`src/rtl/riscv_mem_pkg.sv`:
```
// rtl/riscv_mem_pkg.sv - shared types for the instruction/data memory port arbiter
package riscv_mem_pkg;

    typedef enum logic [1:0] {
        IDLE,
        REQ,
        WAIT
    } arb_state_t;

    typedef enum logic {
        OWN_IF,
        OWN_D
    } owner_t;

    localparam logic [3:0] WE_NONE_L = 4'b1111;

endpackage

```
`src/rtl/rr_arb2.sv`:
```
// rtl/rr_arb2.sv - two-requester round-robin picker, purely combinational
import riscv_mem_pkg::*;

module rr_arb2 (
    input  logic   req_if,
    input  logic   req_d,
    input  owner_t last_owner,
    output logic   valid,
    output owner_t pick
);

    always_comb begin
        valid = req_if | req_d;
        pick  = OWN_IF;
        if (req_if && req_d) begin
            // On a tie the requester that was not served last goes next
            pick = (last_owner == OWN_IF) ? OWN_D : OWN_IF;
        end else if (req_d) begin
            pick = OWN_D;
        end
    end

endmodule

```
`src/rtl/mem_port_arbiter.sv`:
```
// rtl/mem_port_arbiter.sv - shares one memory port between fetch and load/store, one access in flight
import riscv_mem_pkg::*;

module mem_port_arbiter #(
    parameter int ADDR_W   = 32,
    parameter int DATA_W   = 32,
    parameter int MAX_WAIT = 15
) (
    input  logic              clock,
    input  logic              reset_L,
    input  logic              if_req,
    input  logic [ADDR_W-1:0] if_addr,
    output logic              if_gnt,
    output logic              if_rvalid,
    output logic [DATA_W-1:0] if_rdata,
    input  logic              d_req,
    input  logic [ADDR_W-1:0] d_addr,
    input  logic [DATA_W-1:0] d_wdata,
    input  logic [3:0]        d_WE_L,
    output logic              d_gnt,
    output logic              d_rvalid,
    output logic [DATA_W-1:0] d_rdata,
    output logic              mem_req,
    output logic [ADDR_W-1:0] mem_addr,
    output logic [DATA_W-1:0] mem_wdata,
    output logic [3:0]        mem_WE_L,
    input  logic              mem_ready,
    input  logic              mem_rvalid,
    input  logic [DATA_W-1:0] mem_rdata,
    output logic              busy,
    output logic              err
);

    localparam int CNT_W = $clog2(MAX_WAIT + 1);
    localparam logic [CNT_W-1:0] CNT_MAX = CNT_W'(MAX_WAIT);

    arb_state_t       state;
    owner_t           owner;
    owner_t           last_owner;
    owner_t           pick;
    logic             pick_valid;
    logic [CNT_W-1:0] wd_cnt;
    logic             timeout;
    logic             is_store;
    logic [DATA_W-1:0] resp_data;

    rr_arb2 u_rr_arb2 (
        .req_if     (if_req),
        .req_d      (d_req),
        .last_owner (last_owner),
        .valid      (pick_valid),
        .pick       (pick)
    );

    assign timeout   = (wd_cnt == CNT_MAX);
    assign is_store  = (mem_WE_L != WE_NONE_L);
    assign resp_data = is_store ? '0 : mem_rdata;

    assign mem_req = (state == REQ);
    assign busy    = (state != IDLE);
    assign if_gnt  = (state == REQ) && mem_ready && (owner == OWN_IF);
    assign d_gnt   = (state == REQ) && mem_ready && (owner == OWN_D);

    always_ff @(posedge clock) begin
        if (!reset_L) begin
            state      <= IDLE;
            owner      <= OWN_IF;
            last_owner <= OWN_IF;
            wd_cnt     <= '0;
            mem_addr   <= '0;
            mem_wdata  <= '0;
            mem_WE_L   <= WE_NONE_L;
            if_rvalid  <= 1'b0;
            if_rdata   <= '0;
            d_rvalid   <= 1'b0;
            d_rdata    <= '0;
            err        <= 1'b0;
        end else begin
            if_rvalid <= 1'b0;
            d_rvalid  <= 1'b0;
            err       <= 1'b0;
            if (state != IDLE && wd_cnt != CNT_MAX) begin
                wd_cnt <= wd_cnt + CNT_W'(1);
            end
            case (state)
                IDLE: begin
                    if (pick_valid) begin
                        state      <= REQ;
                        owner      <= pick;
                        last_owner <= pick;
                        wd_cnt     <= '0;
                        if (pick == OWN_D) begin
                            mem_addr  <= d_addr;
                            mem_wdata <= d_wdata;
                            mem_WE_L  <= d_WE_L;
                        end else begin
                            mem_addr  <= if_addr;
                            mem_wdata <= '0;
                            mem_WE_L  <= WE_NONE_L;
                        end
                    end
                end
                REQ: begin
                    if (mem_ready) begin
                        state <= WAIT;
                    end else if (timeout) begin
                        // Abandon the access; the owner sees a zero response flagged by err
                        state <= IDLE;
                        err   <= 1'b1;
                        if (owner == OWN_D) begin
                            d_rvalid <= 1'b1;
                            d_rdata  <= '0;
                        end else begin
                            if_rvalid <= 1'b1;
                            if_rdata  <= '0;
                        end
                    end
                end
                WAIT: begin
                    if (mem_rvalid || timeout) begin
                        state <= IDLE;
                        err   <= ~mem_rvalid;
                        if (owner == OWN_D) begin
                            d_rvalid <= 1'b1;
                            d_rdata  <= mem_rvalid ? resp_data : '0;
                        end else begin
                            if_rvalid <= 1'b1;
                            if_rdata  <= mem_rvalid ? resp_data : '0;
                        end
                    end
                end
                default: state <= IDLE;
            endcase
        end
    end

endmodule

```
`config.mk`:
```
export PLATFORM = sky130hd
export DESIGN_NAME = mem_port_arbiter
export DESIGN_NICKNAME = d
export VERILOG_FILES = /design/src/rtl/riscv_mem_pkg.sv /design/src/rtl/rr_arb2.sv /design/src/rtl/mem_port_arbiter.sv
export SDC_FILE = /design/constraint.sdc
export NUM_CORES = 1
export LEC_CHECK = 0
export CORE_MARGIN = 8
export CORE_UTILIZATION = 43
export CTS_CLUSTER_SIZE = 12
export DETAILED_ROUTE_END_ITERATION = 12
export PLACE_DENSITY_LB_ADDON = 0.08
export SYNTH_ARGS = -nofsm -noshare
export SYNTH_HDL_FRONTEND = slang
export SYNTH_SLANG_ARGS = --single-unit
```
`constraint.sdc`:
```
create_clock -name clock -period 2.6 [get_ports clock]
set_input_delay 0.65 -clock clock [delete_from_list [all_inputs] [get_ports clock]]
set_output_delay 0.65 -clock clock [all_outputs]
set_load 0.02 [all_outputs]
```
==> run metrics <==
number of synthesized flops with an enable pin=0; Congestion Overflow GR=0; Core Box Area=12,500 sq um; Hold/Removal Path Class=flip-flop to flip-flop; Synth cell types=37; Synth Warn #=0; Max-slew headroom=70.2%; GP Congestion=0.757; Layout area overhead=64.3%; Final Hold Fails=0; Post-Syn Area=5400 sq um; initial antenna violation count=1; top cells by area, synth=dfxtp_1 (53%), mux2i_1 (18%), nand2_1 (9.7%), a22o_1 (5.2%), o21ai_0 (3.3%); Initial Utilization=43.3%; VDD IR-drop max=0.383 mV; Final HPWL DP=13,300 um; Slew Limit Fails=0; setup TNS=0 ns; top post-synthesis cells by count=dfxtp_1 (142), nand2_1 (139), mux2i_1 (97); footprint of the multi-input gates=2320 sq um; Root Driver=clkbuf_16; number of global-route vias before repair=5,082; IO Port Bufs=276; Chip Height=128 um; power per cell area=639 nW/um^2; Synth Flop Type=dfxtp_1; Slew @ Worst Pin=0.447 ns; maximum root-to-sink buffer count=2; Net Sw Frac=24.1%; Sequential Power Share=41.7%; Die Area=16,400 sq um; Reg area=2840 sq um; synthesized net count=674; CTS sink cnt=142; Post-CTS Setup Inserts=0; unrepaired setup endpoints after global routing=no; design area=8880 sq um; max cap viols=0; total power=0.00567 W; Syn Inst Count=532; GRT Total Usage=20.6%; Final Skew=0.00515 ns; CP endpoint kind=output pin; Hold-fix buffers, CTS=0; most common cell in the netlist=dfxtp_1; Cell Int Power=0.00431 W; post-DR vias/cell=4.85; Reg clk slew, reported paths=0.06 ns; ys async rst share=0%; arrival time worst endpoint=1.91 ns; largest net degree at the start of global routing=49; Period minus WS final=2.56 ns; fmax=391 MHz; Post-route DRC=0; fin util=71.2%; CTS tree=built; Tcrit/Tclk final=98.4%; Final Worst Setup Slack=0.0404 ns; first drt pass iteration count=5; fill cell count=988; dpl ws=0.0381 ns; Routed Antenna Nets=0; kind of critical path=input port to output pin; CP required=1.95 ns; crit path max fanout=3; cts bufs inserted=17; post-synth top area share=52.6%; Nets=946; Post-DP Area=8290 sq um; I/O pin total=277; global-route wire length before repair=26,300 um; Yosys reg bits=142; final setup fails=0; detail-routed net length per standard cell=17.3 um; share of cells above drive strength 1=6.50%; total vias in the final route=4,793; status=completed; ant diodes=0; worst-skew pair later-pin latency=0.41 ns; CTS H-tree depth=4; final WL=17,100 um; row cnt=41; element type at the critical path start=input port; fraction of the yosys area taken by sequential cells=52.6%; Clk pwr share=41.4%; Comb pwr share=16.9%; sw power=0.00137 W; Pleak=3.52 nW; initial DRC count=198; area leader, netlist=dfxtp_1; Die Wd=128 um; Mean Syn Cell Area=10.2 sq um
[placed cells by master, fill, tap and decap left out, drive strengths merged, types with 3 or more instances in the layout]
master,n
a21oi,6
a22o,32
and3,3
buf,16
clkbuf,25
clkdlybuf4s50,274
clkinv,3
dfxtp,142
ha,4
inv,3
mux2i,97
nand2,139
nand3,4
nor2,5
o21ai,37
o22a,4
[final timing paths]
path	from	to	slack, ns	cells after the start
worst min-delay path	mem_addr[10]	mem_addr[10]	0.45	2
worst max register to register	state[1]	d_rdata[22]	0.79	7
worst min register to register	mem_addr[10]	mem_addr[10]	0.45	2
worst max-delay path	mem_ready	d_gnt	0.04	3
[critical path: stages]
cell and delay (ns):
clkdlybuf4s50_1 0.50, and3_1 0.16, clkdlybuf4s50_1 0.60
[area by class of cell]
cell class / count / area share (%)
multi-input combinational: 349 / 26.1
clock inverter: 6 / 0.930
sequential: 142 / 32.0
tap: 172 / 2.42
inverter: 3 / 0.127
clock buffer: 25 / 5.58
timing repair buffer: 291 / 32.8
[power groups by stage]
stage	sequential [W]	combinational, W	clock, W
after floorplan	0.00253	0.000296	0
after global placement	0.00240	0.000951	0
after detailed placement	0.00241	0.000963	0
after CTS	0.00236	0.000969	0.00239
after global routing	0.00238	0.00102	0.00249
final	0.00236	0.000959	0.00235
[layer usage]
| layer | GRT usage [%] | routed length, um | vias to the layer above | part of all wire (%) |
|---|---|---|---|---|
| met5 | 0 | 8 | - | 0.047 |
| met3 | 10.2 | 1720 | 34 | 10 |
| met4 | 10.0 | 524 | 2 | 3.1 |
| met1 | 20.2 | 6390 | 2205 | 37 |
| li1 | - | - | 2364 | - |
| met2 | 35.3 | 8480 | 188 | 50 |
[repair_timing]
action	4_1_cts	5_1_grt
setup endpoints to repair	0	2
resized for setup	0	2
endpoints found under the hold margin	0	0
[logic make-up (layout without fill, tap and decap cells)]
logic type	Yosys count	after routing	share of synthesized area [%]
flops	142	142	52.6
mux	97	97	18.0
xor+xnor	3	3	0.486
simple gates	160	160	12.0
fa+ha+maj	4	4	0.926
buf+inv	41	325	4.84
compound gates	85	85	11.1
[metrics by stage]
step | hold WS, ns | std cells
2_1_floorplan | 0.451 | 532
4_1_cts | 0.456 | 988
3_5_place_dp | 0.443 | 957
6_report | 0.452 | 988
3_3_place_gp | 0.434 | 957
5_1_grt | 0.476 | 988
[state kept, by name, summed over array words and instances (netlist names)]
| name | cells |
|---|---|
| mem_WE_L | 4 |
| if_rdata | 32 |
| mem_wdata | 32 |
| d_rvalid | 1 |
| err | 1 |
| wd_cnt | 4 |
| last_owner | 1 |
| mem_addr | 32 |
| state | 2 |
| if_rvalid | 1 |
| d_rdata | 32 |
No activity file was read; power rests on OpenSTA's default activity.
